`src/rtl/hp_lcd_pkg.sv`:
```
// ---------------------------------------------------------------------------
// hp_lcd_pkg
//   Shared definitions for the HP54542C LCD tap front end and the VGA
//   re-timer: lock-state encoding, default timing constants and a small
//   saturating-increment helper for the 10-bit position counters.
// ---------------------------------------------------------------------------
package hp_lcd_pkg;

  typedef enum logic [1:0] {
    ST_SEARCH = 2'd0,
    ST_VERIFY = 2'd1,
    ST_LOCKED = 2'd2
  } lock_state_e;

  // Default LCD timing, in LCD dot clocks / lines.
  localparam int DEF_CW            = 20;
  localparam int DEF_GAP_THRESH    = 1000;
  localparam int DEF_LINE_MIN      = 780;
  localparam int DEF_LINE_MAX      = 820;
  localparam int DEF_EXP_LINES     = 480;
  localparam int DEF_H_ACTIVE      = 640;
  localparam int DEF_LOCK_FRAMES   = 3;
  localparam int DEF_UNLOCK_FRAMES = 2;
  localparam int DEF_TIMEOUT       = 500000;

  // Increment that sticks at 1023 instead of wrapping.
  function automatic logic [9:0] sat_inc10(input logic [9:0] v);
    return (v == 10'h3FF) ? v : v + 10'd1;
  endfunction

endpackage

```
`src/rtl/sync_interval_meter.sv`:
```
// ---------------------------------------------------------------------------
// sync_interval_meter
//   Detects rising edges of the LCD line sync, measures the number of clocks
//   between consecutive edges and flags a timeout when no edge arrives.
//   Ports:
//     iw_clk, reset  clock and synchronous active-high reset
//     iw_sync        raw LCD line sync
//     edge_valid     rising edge that has a previous edge as reference
//     interval       clocks since the previous edge (valid with edge_valid)
//     timeout        counter reached TIMEOUT without an edge this cycle
// ---------------------------------------------------------------------------
module sync_interval_meter
  import hp_lcd_pkg::*;
#(
  parameter int CW      = DEF_CW,
  parameter int TIMEOUT = DEF_TIMEOUT
) (
  input  logic          iw_clk,
  input  logic          reset,
  input  logic          iw_sync,
  output logic          edge_valid,
  output logic [CW-1:0] interval,
  output logic          timeout
);

  localparam logic [CW-1:0] CNT_MAX     = '1;
  localparam logic [CW-1:0] TIMEOUT_CNT = CW'(TIMEOUT);

  logic          sync_q, sync_d;
  logic [CW-1:0] cnt_q, cnt_d;
  logic          have_ref_q, have_ref_d;
  logic          sync_edge;

  always_comb begin
    sync_edge  = iw_sync & ~sync_q;
    sync_d     = iw_sync;
    edge_valid = sync_edge & have_ref_q;
    interval   = cnt_q;
    // Passes TIMEOUT only once; afterwards the counter sits at CNT_MAX,
    // so the pulse cannot repeat during a long dropout.
    timeout    = ~sync_edge & (cnt_q == TIMEOUT_CNT);

    cnt_d      = cnt_q;
    have_ref_d = have_ref_q;
    if (sync_edge) begin
      // Loaded with 1 so the value seen at the next edge equals t1 - t0.
      cnt_d      = {{(CW-1){1'b0}}, 1'b1};
      have_ref_d = 1'b1;
    end else begin
      if (cnt_q != CNT_MAX) begin
        cnt_d = cnt_q + {{(CW-1){1'b0}}, 1'b1};
      end
      if (timeout) begin
        have_ref_d = 1'b0;
      end
    end
  end

  always_ff @(posedge iw_clk) begin
    if (reset) begin
      // Sync starts "high" so a sync already high at release is no edge.
      sync_q     <= 1'b1;
      cnt_q      <= '0;
      have_ref_q <= 1'b0;
    end else begin
      sync_q     <= sync_d;
      cnt_q      <= cnt_d;
      have_ref_q <= have_ref_d;
    end
  end

endmodule

```
`src/rtl/hp_lcd_frame_sync.sv`:
```
// ---------------------------------------------------------------------------
// hp_lcd_frame_sync
//   LCD-side timing recovery. Classifies sync edges as line or frame edges,
//   keeps hpos/vpos, checks line intervals and frame line counts and runs a
//   hysteretic lock FSM that gates the VGA re-timer.
//   Ports:
//     iw_clk, reset    LCD dot clock, synchronous active-high reset
//     iw_sync          LCD line sync
//     ow_line_start    1-clk strobe per accepted line or frame edge
//     ow_frame_start   1-clk strobe per frame edge
//     ow_hpos/ow_vpos  clocks since last edge / lines since frame edge
//     ow_active        locked and inside the active window
//     ow_locked        lock FSM in LOCKED
//     ow_line_period   last line-edge interval
//     ow_frame_lines   lines counted in the previous frame
//     ow_sync_err      pulse per illegal line interval or timeout
// ---------------------------------------------------------------------------
module hp_lcd_frame_sync
  import hp_lcd_pkg::*;
#(
  parameter int CW            = DEF_CW,
  parameter int GAP_THRESH    = DEF_GAP_THRESH,
  parameter int LINE_MIN      = DEF_LINE_MIN,
  parameter int LINE_MAX      = DEF_LINE_MAX,
  parameter int EXP_LINES     = DEF_EXP_LINES,
  parameter int H_ACTIVE      = DEF_H_ACTIVE,
  parameter int LOCK_FRAMES   = DEF_LOCK_FRAMES,
  parameter int UNLOCK_FRAMES = DEF_UNLOCK_FRAMES,
  parameter int TIMEOUT       = DEF_TIMEOUT
) (
  input  logic          iw_clk,
  input  logic          reset,
  input  logic          iw_sync,
  output logic          ow_line_start,
  output logic          ow_frame_start,
  output logic [9:0]    ow_hpos,
  output logic [9:0]    ow_vpos,
  output logic          ow_active,
  output logic          ow_locked,
  output logic [CW-1:0] ow_line_period,
  output logic [9:0]    ow_frame_lines,
  output logic          ow_sync_err
);

  logic          edge_valid;
  logic [CW-1:0] interval;
  logic          timeout;

  sync_interval_meter #(
    .CW      (CW),
    .TIMEOUT (TIMEOUT)
  ) u_meter (
    .iw_clk     (iw_clk),
    .reset      (reset),
    .iw_sync    (iw_sync),
    .edge_valid (edge_valid),
    .interval   (interval),
    .timeout    (timeout)
  );

  lock_state_e   state_q, state_d;
  logic [7:0]    good_cnt_q, good_cnt_d;
  logic [7:0]    bad_cnt_q, bad_cnt_d;
  logic          frame_bad_q, frame_bad_d;
  logic          line_start_q, line_start_d;
  logic          frame_start_q, frame_start_d;
  logic          sync_err_q, sync_err_d;
  logic [9:0]    hpos_q, hpos_d;
  logic [9:0]    vpos_q, vpos_d;
  logic [CW-1:0] line_period_q, line_period_d;
  logic [9:0]    frame_lines_q, frame_lines_d;

  logic          frame_edge, line_edge, line_bad, frame_good;
  logic [9:0]    lines_seen;

  always_comb begin
    frame_edge = edge_valid && (interval > CW'(GAP_THRESH));
    line_edge  = edge_valid && !frame_edge;
    line_bad   = (interval < CW'(LINE_MIN)) || (interval > CW'(LINE_MAX));
    // The frame edge itself is the first line of the new frame, so the
    // closing frame held vpos+1 lines.
    lines_seen = sat_inc10(vpos_q);
    frame_good = (lines_seen == 10'(EXP_LINES)) && !frame_bad_q;

    line_start_d  = 1'b0;
    frame_start_d = 1'b0;
    sync_err_d    = 1'b0;
    hpos_d        = sat_inc10(hpos_q);
    vpos_d        = vpos_q;
    line_period_d = line_period_q;
    frame_lines_d = frame_lines_q;
    frame_bad_d   = frame_bad_q;
    state_d       = state_q;
    good_cnt_d    = good_cnt_q;
    bad_cnt_d     = bad_cnt_q;

    if (frame_edge) begin
      line_start_d  = 1'b1;
      frame_start_d = 1'b1;
      hpos_d        = '0;
      vpos_d        = '0;
      frame_lines_d = lines_seen;
      frame_bad_d   = 1'b0;
      case (state_q)
        ST_SEARCH: begin
          state_d    = ST_VERIFY;
          good_cnt_d = '0;
        end
        ST_VERIFY: begin
          if (frame_good) begin
            good_cnt_d = good_cnt_q + 8'd1;
            if (good_cnt_q + 8'd1 >= 8'(LOCK_FRAMES)) begin
              state_d   = ST_LOCKED;
              bad_cnt_d = '0;
            end
          end else begin
            good_cnt_d = '0;
          end
        end
        ST_LOCKED: begin
          if (frame_good) begin
            bad_cnt_d = '0;
          end else begin
            bad_cnt_d = bad_cnt_q + 8'd1;
            if (bad_cnt_q + 8'd1 >= 8'(UNLOCK_FRAMES)) begin
              state_d    = ST_SEARCH;
              bad_cnt_d  = '0;
              good_cnt_d = '0;
            end
          end
        end
        default: state_d = ST_SEARCH;
      endcase
    end else if (line_edge) begin
      line_start_d  = 1'b1;
      hpos_d        = '0;
      vpos_d        = sat_inc10(vpos_q);
      line_period_d = interval;
      // A malformed line still counts toward vpos; only the frame is marked.
      if (line_bad) begin
        sync_err_d  = 1'b1;
        frame_bad_d = 1'b1;
      end
    end else if (timeout) begin
      // The meter drops its reference, so the next edge only re-arms it.
      sync_err_d  = 1'b1;
      state_d     = ST_SEARCH;
      frame_bad_d = 1'b0;
      good_cnt_d  = '0;
      bad_cnt_d   = '0;
    end
  end

  always_ff @(posedge iw_clk) begin
    if (reset) begin
      state_q       <= ST_SEARCH;
      good_cnt_q    <= '0;
      bad_cnt_q     <= '0;
      frame_bad_q   <= 1'b0;
      line_start_q  <= 1'b0;
      frame_start_q <= 1'b0;
      sync_err_q    <= 1'b0;
      hpos_q        <= '0;
      vpos_q        <= '0;
      line_period_q <= '0;
      frame_lines_q <= '0;
    end else begin
      state_q       <= state_d;
      good_cnt_q    <= good_cnt_d;
      bad_cnt_q     <= bad_cnt_d;
      frame_bad_q   <= frame_bad_d;
      line_start_q  <= line_start_d;
      frame_start_q <= frame_start_d;
      sync_err_q    <= sync_err_d;
      hpos_q        <= hpos_d;
      vpos_q        <= vpos_d;
      line_period_q <= line_period_d;
      frame_lines_q <= frame_lines_d;
    end
  end

  assign ow_line_start  = line_start_q;
  assign ow_frame_start = frame_start_q;
  assign ow_hpos        = hpos_q;
  assign ow_vpos        = vpos_q;
  assign ow_locked      = (state_q == ST_LOCKED);
  assign ow_active      = ow_locked && (hpos_q < 10'(H_ACTIVE)) && (vpos_q < 10'(EXP_LINES));
  assign ow_line_period = line_period_q;
  assign ow_frame_lines = frame_lines_q;
  assign ow_sync_err    = sync_err_q;

endmodule

```
`config.mk`:
```
export PLATFORM = sky130hd
export DESIGN_NAME = hp_lcd_frame_sync
export DESIGN_NICKNAME = d
export VERILOG_FILES = /design/src/rtl/hp_lcd_pkg.sv /design/src/rtl/sync_interval_meter.sv /design/src/rtl/hp_lcd_frame_sync.sv
export SDC_FILE = /design/constraint.sdc
export NUM_CORES = 1
export LEC_CHECK = 0
export ABC_AREA = 1
export ABC_CLOCK_PERIOD_IN_PS = 2800
export BUFFER_PORTS_ARGS = -buffer_cell sky130_fd_sc_hd__buf_2
export CELL_PAD_IN_SITES_DETAIL_PLACEMENT = 1
export CELL_PAD_IN_SITES_GLOBAL_PLACEMENT = 1
export CORE_AREA = 2 2 109 111
export DETAILED_ROUTE_END_ITERATION = 7
export DIE_AREA = 0 0 111 113
export PLACE_DENSITY = 0.9
export SYNTH_ARGS = -nofsm -noshare
export SYNTH_HDL_FRONTEND = slang
export SYNTH_HIERARCHICAL = 1
export SYNTH_SLANG_ARGS = --single-unit
```
`constraint.sdc`:
```
create_clock -name iw_clk -period 2.8 [get_ports iw_clk]
set_clock_uncertainty 0.1 [all_clocks]
set_input_delay 0.56 -clock iw_clk [delete_from_list [all_inputs] [get_ports iw_clk]]
set_output_delay 0.56 -clock iw_clk [all_outputs]
set_load 0.005 [all_outputs]
```
==> results of run 1 <==
## cell usage after synthesis, drive strengths merged
cell type  instances
dfxtp             94
xor2              14
or2                2
xnor2              6
o21ai             34
nand3b             5
nor3              10
o41ai              1
inv               90
a21oi             41
nor4               1
nand4             15
clkinv             2
a211oi             4
ha                 8
and2               1
nand3             50
nor2             108
o21bai             1
buf                3
a31oi              4
and3               1
nand2            170
clkbuf            11
a21boi             2
nor3b              1
## placed cells by master, fill, tap and decap left out, drive strengths merged
cell type,instances
nand2,170
nor2,108
dfxtp,94
inv,90
buf,66
nand3,50
a21oi,41
o21ai,34
nand4,15
xor2,14
clkbuf,12
nor3,10
ha,8
xnor2,6
nand3b,5
clkinv,5
a211oi,4
a31oi,4
or2,2
a21boi,2
nor4,1
nor3b,1
o21bai,1
o41ai,1
clkinvlp,1
and3,1
and2,1
## per-layer routing
metal	share of wire, %	vias to the layer above	GRT usage (%)
met2	53	77	42.1
met3	2.2	34	2.68
li1	-	2284	-
met4	2.7	0	10.6
met1	42	2276	25.5
met5	0	-	0
## sequential cells by signal (all words and copies together) (netlist names)
signal and cells:
ow_line_period 20, bad_cnt_q 8, ow_hpos 10, good_cnt_q 8
ow_frame_start 1, ow_sync_err 1, ow_frame_lines 10, frame_bad_q 1
u_meter/sync_q 1, u_meter/interval 20, state_q 2, ow_line_start 1
u_meter/have_ref_q 1, ow_vpos 10
## per-stage QoR
stage	setup WS, ns	area [um^2]
after floorplan	0.732	4690
after global placement	0.443	5160
after detailed placement	0.334	5160
after CTS	0.312	5450
after global routing	0.0988	5450
final	0.257	5450
## area by class of cell
class | instances | area (um^2)
clock buffers | 12 | 267
clock inverters | 4 | 30.0
fillers | 1491 | 5820
inverters | 92 | 345
multi-input cells | 479 | 2400
flip-flops and latches | 94 | 1880
well taps | 143 | 179
repair buffers | 66 | 353
## worst max-delay path by stage
stage	start	endpoint	slack, ns	cells past startpoint
after floorplan	iw_sync	ow_line_period[10]$_SDFFE_PP0P_	0.73	10
after global placement	ow_vpos[1]$_SDFFE_PP0P_	bad_cnt_q[1]$_SDFFE_PP0P_	0.44	12
after detailed placement	iw_sync	good_cnt_q[4]$_SDFFE_PP0P_	0.33	15
after CTS	state_q[1]$_SDFFE_PP0P_	ow_active	0.31	5
after global routing	ow_vpos[0]$_SDFFE_PP0P_	bad_cnt_q[1]$_SDFFE_PP0P_	0.1	14
final	state_q[1]$_SDFFE_PP0P_	ow_active	0.26	5
## logic make-up after synthesis
| kind of cell | synth area share [%] |
|---|---|
| adder cells (fa/ha/maj) | 2.14 |
| flip-flops | 40.2 |
| buffers and inverters | 8.68 |
| AND/OR/NAND/NOR | 35.3 |
| AO/OA/AOI/OAI | 10.0 |
| XOR/XNOR | 3.74 |
## report_power, final
group / internal [mW] / switching (mW)
sequential: 1.35 / 0.0145
combinational: 0.0305 / 0.0601
clock: 0.677 / 0.539
total: 2.06 / 0.614
==> out/results.tsv, run 1 <==
stage	metric	value	unit
cts	clockRootBuffer	clkbuf_16	
detailed_routing	ant_nets	0	
yosys	yosysSeqAreaShare	40.2	%
detailed_routing	drt-initial-drc-count	193	
placed_design	dp.cells	874	
timing	finalHoldViolations	0	
layout	drive_above_1_share	15.8	%
critical_path	path_buf_inv	3	
detailed_routing	drt-total-wl	13.8	mm
layout	area_growth	16.4	%
timing	setup-tns-final	0	ns
yosys	syn_inst	679	
critical_path	rrSetupSlack	0.31	ns
die	dieArea	12500	um^2
timing	setup_violations	0	
cts	cts_tree	built	
critical_path	startpoint_type	flop	
yosys	yosys_warnings	6	
timing	rsz0062_at_grt	false	
critical_path	cp.required	2.14	ns
hold_path	hp-start	iw_sync	
global_route	gr-total-overflow	0	
yosys	synth_top_area_share	40.2	%
critical_path	cpLargestDelayFamily	simple AND/OR/NAND/NOR gates	
critical_path	timing.rr.end	bad_cnt_q[4]$_SDFFE_PP0P_	
cts	postCtsHoldBufs	0	
timing	worst_pin_slew	0.488	ns
timing	fmax	393	MHz
cts	clock_path_buffers	2	
detailed_routing	vias	4671	
yosys	synth_seq_cells	94	
die	pin_count	58	
detailed_routing	vias_per_cell	5.25	
die	start_util	41.6	%
timing	slew_violations	0	
critical_path	cpMaxStageDelayCell	nor4_1	
power_and_ir_drop	cellPowerDensity	490	nW/um^2
detailed_routing	drc_errors	0	
global_route	grt_pass1_vias	4937	
global_route	antenna_found_initial	0	
power_and_ir_drop	p_total	2.67	mW
placed_design	gp_congestion	0.925	
cts	h-tree-depth	3	
timing	max_slew_margin	67.4	%
die	row_count	39	
detailed_routing	wl_per_cell	15.5	um
die	die_width	111	um
yosys	syn_area_per_cell	6.90	um^2
timing	fin_hold_ws	0.313	ns
timing	fin_crit_sh	90.8	%
yosys	ys_types	40	
job	maxCapViolCount	0	
timing	fin_crit	2.54	ns
cts	clkTransAtPathRegs	0.07	ns
hold_path	hold_path_end	u_meter/sync_q$_SDFF_PP1_	
critical_path	reg2reg_depth	12	
critical_path	cp_data_arrival_time	1.88	ns
placed_design	port_buffers	57	
critical_path	crit_fanout	4	
cts	cts_inserted_buffers	9	
yosys	synth_nets	690	
power_and_ir_drop	p_leak	2.35	nW
layout	final_cell_count_no_fill	890	
layout	n_antenna_cell	0	
critical_path	crit_top_cell	inv_1	
critical_path	crit_chain	inv_1 -> nor2_1 -> inv_1 -> nor4_1 -> buf_2	
global_route	grt_pass1_wl	23.2	mm
yosys	synth_area_leaders	dfxtp_1 40%, nand2_1 13%, nor2_1 7.4%	
critical_path	crit_path_end_kind	output pin	
cts	post-cts-setup-buffer-count	0	
hold_path	hp-class	input port to flop	
layout	fin_util	48.4	%
die	die_y	113	um
placed_design	post-dp-hpwl	9.97	mm
hold_path	hold_path_depth	2	
cts	cts.sinks	94	
power_and_ir_drop	vdd_ir_drop_max	0.284	mV
cts	ctsResizeCount	0	
die	core	11300	um^2
critical_path	slowest_delay	0.41	ns
cts	worstSkewPairLatency	0.35	ns
critical_path	criticalPathCategory	flop to output pin	
layout	finalNetCount	753	
yosys	synth.largest_area_cell	dfxtp_1	
run_status	status	complete, no violations	
critical_path	reg2reg_from	ow_vpos[0]$_SDFFE_PP0P_	
global_route	grt_max_degree	25	
global_route	grt_usage	22.5	%
yosys	syn_area	4690	um^2
detailed_routing	dr.pass1.iters	4	
Power figures use the tool's default switching activity.
==> run 2: changes to the inputs <==
--- a/config.mk
+++ b/config.mk
@@ -13,7 +13,7 @@
 export CORE_AREA = 2 2 109 111
 export DETAILED_ROUTE_END_ITERATION = 7
 export DIE_AREA = 0 0 111 113
-export PLACE_DENSITY = 0.9
+export PLACE_DENSITY = 0.8
 export SYNTH_ARGS = -nofsm -noshare
 export SYNTH_HDL_FRONTEND = slang
 export SYNTH_HIERARCHICAL = 1
==> out/results.tsv, run 2 (synthesized netlist as in run 1, its figures left out) <==
stage	metric	value	unit	change
critical_path	crit_path_end_kind	flop		
critical_path	cpMaxStageDelayCell	dfxtp_1		
timing	setup-tns-final	0	ns	unchanged
placed_design	gp_congestion	0.862		-6.8%
critical_path	cp.required	2.95	ns	+0.81 ns
placed_design	pre_cts_ws	0.342	ns	+0.00830 ns
die	start_util	41.6	%	unchanged
timing	fin_hold_ws	0.305	ns	-0.00791 ns
layout	area_growth	16.5	%	
die	dieArea	12500	um^2	unchanged
power_and_ir_drop	vdd_ir_drop_max	0.307	mV	+8.3%
critical_path	crit_fanout	8		+4
cts	post-cts-setup-buffer-count	0		unchanged
detailed_routing	dr.pass1.iters	4		unchanged
cts	clockRootBuffer	clkbuf_16		
global_route	met2_usage	36.0	%	-6.1 points
cts	cts_inserted_buffers	9		unchanged
detailed_routing	wl_per_cell	14.1	um	-8.7%
critical_path	crit_top_cell	nand2_1		
global_route	grt_usage	20.6	%	-1.9 points
global_route	grt_pass1_wl	21.2	mm	-8.7%
timing	layout_setup_ws	0.380	ns	+0.123 ns
critical_path	cp_data_arrival_time	2.57	ns	+0.69 ns
global_route	antenna_found_initial	0		unchanged
critical_path	crit_chain	inv_1 -> nor3b_1 -> nand3_1 -> nand3_1 -> nand2_1 -> o21ai_1 -> inv_1 -> nor2_1 -> nand2_2 -> nor2_4 -> nand2_1 -> nand2_1 -> nor2_2		
job	maxCapViolCount	0		unchanged
cts	cts_tree	built		
detailed_routing	vias_per_cell	5.08		-3.2%
detailed_routing	vias	4521		-3.2%
global_route	grt_max_degree	27		+8.0%
global_route	gr-total-overflow	0		unchanged
power_and_ir_drop	p_total	2.73	mW	+2.4%
die	pin_count	58		unchanged
cts	cts.sinks	94		unchanged
critical_path	criticalPathCategory	flop to flop		
global_route	grt.busiest_layer	met2		
placed_design	port_buffers	57		unchanged
timing	fin_crit_sh	86.4	%	-4.4 points
cts	postCtsHoldBufs	0		unchanged
layout	drive_above_1_share	15.8	%	unchanged
die	core	11300	um^2	unchanged
placed_design	post-dp-hpwl	9.47	mm	-5.0%
layout	n_antenna_cell	0		unchanged
global_route	grt_pass1_vias	4531		-8.2%
timing	rsz0062_at_grt	false		
global_route	met1_usage	25.6	%	+0.15 points
die	die_y	113	um	unchanged
hold_path	hp-class	input port to flop		
timing	worst_pin_slew	0.478	ns	-0.0103 ns
layout	finalNetCount	753		unchanged
layout	nFillCells	1514		+1.5%
cts	worstSkewPairLatency	0.36	ns	about the same
run_status	status	complete, no violations		
timing	setup_violations	0		unchanged
timing	fin_crit	2.42	ns	-0.123 ns
power_and_ir_drop	cellPowerDensity	501	nW/um^2	+2.3%
detailed_routing	drc_errors	0		unchanged
timing	max_slew_margin	67.9	%	+0.52 points
layout	layout_common_cells	164 x nand2_1, 94 x dfxtp_1, 93 x nor2_1, 85 x inv_1, 57 x buf_2		
die	die_width	111	um	unchanged
detailed_routing	drt-initial-drc-count	154		-20%
layout	final_common_cell	nand2_1		
critical_path	slowest_delay	0.49	ns	+0.08 ns
detailed_routing	drt-total-wl	12.6	mm	-8.7%
cts	ctsResizeCount	0		unchanged
detailed_routing	ant_nets	0		unchanged
global_route	met3_usage	4.07	%	+1.4 points
die	row_count	39		unchanged
cts	clkTransAtPathRegs	0.07	ns	about the same
timing	fmax	413	MHz	+5.1%
power_and_ir_drop	p_leak	2.35	nW	about the same
timing	finalHoldViolations	0		unchanged
cts	h-tree-depth	3		unchanged
cts	clock_path_buffers	2		unchanged
timing	slew_violations	0		unchanged
critical_path	startpoint_type	flop		
-- run 2: area by class of cell --
cell class | instances | area (um^2) | area share (%)
Clock buffer | 9 | 225 | 4.12
Clock inverter | 7 | 78.8 | 1.44
Inverter | 92 | 345 | 6.32
Multi-Input combinational cell | 479 | 2400 | 43.9
Sequential cell | 94 | 1880 | 34.5
Tap cell | 143 | 179 | 3.28
Timing Repair Buffer | 66 | 353 | 6.46
-- run 2: per-stage QoR --
step           instances  area, um^2  utilization (%)
2_1_floorplan        679        4690                -
3_3_place_gp         874        5160             45.7
3_5_place_dp         874        5160             45.7
4_1_cts              890        5460             48.4
5_1_grt              890        5460             48.4
6_report             890        5460             48.4
-- run 2: final timing paths --
kind | endpoint | slack (ns) | cells past startpoint | start
max | good_cnt_q[2]$_SDFFE_PP0P_ | 0.38 | 13 | u_meter/interval[3]$_SDFFE_PP0P_
min | u_meter/sync_q$_SDFF_PP1_ | 0.30 | 2 | iw_sync
max reg2reg | good_cnt_q[2]$_SDFFE_PP0P_ | 0.38 | 13 | u_meter/interval[3]$_SDFFE_PP0P_
min reg2reg | ow_line_period[14]$_SDFFE_PP0P_ | 0.34 | 2 | ow_line_period[14]$_SDFFE_PP0P_
-- run 2: worst max-delay path, delay by kind of cell (launching register included) --
kind            cells  cell delay, ns
flops               1            0.49
buf+inv             2            0.21
compound gates      1            0.16
simple gates       10            1.37
-- run 2: layer usage --
layer  vias up  part of all wire [%]
met3        20                   2.7
met2        58                    48
met4         0                   1.7
li1       2272                     -
met5         -                     0
met1      2171                    47
-- run 2: power by group --
group | total (mW) | switching, mW | internal (mW)
Sequential | 1.36 | 0.0141 | 1.35
Combinational | 0.0889 | 0.0579 | 0.0310
Clock | 1.28 | 0.579 | 0.704
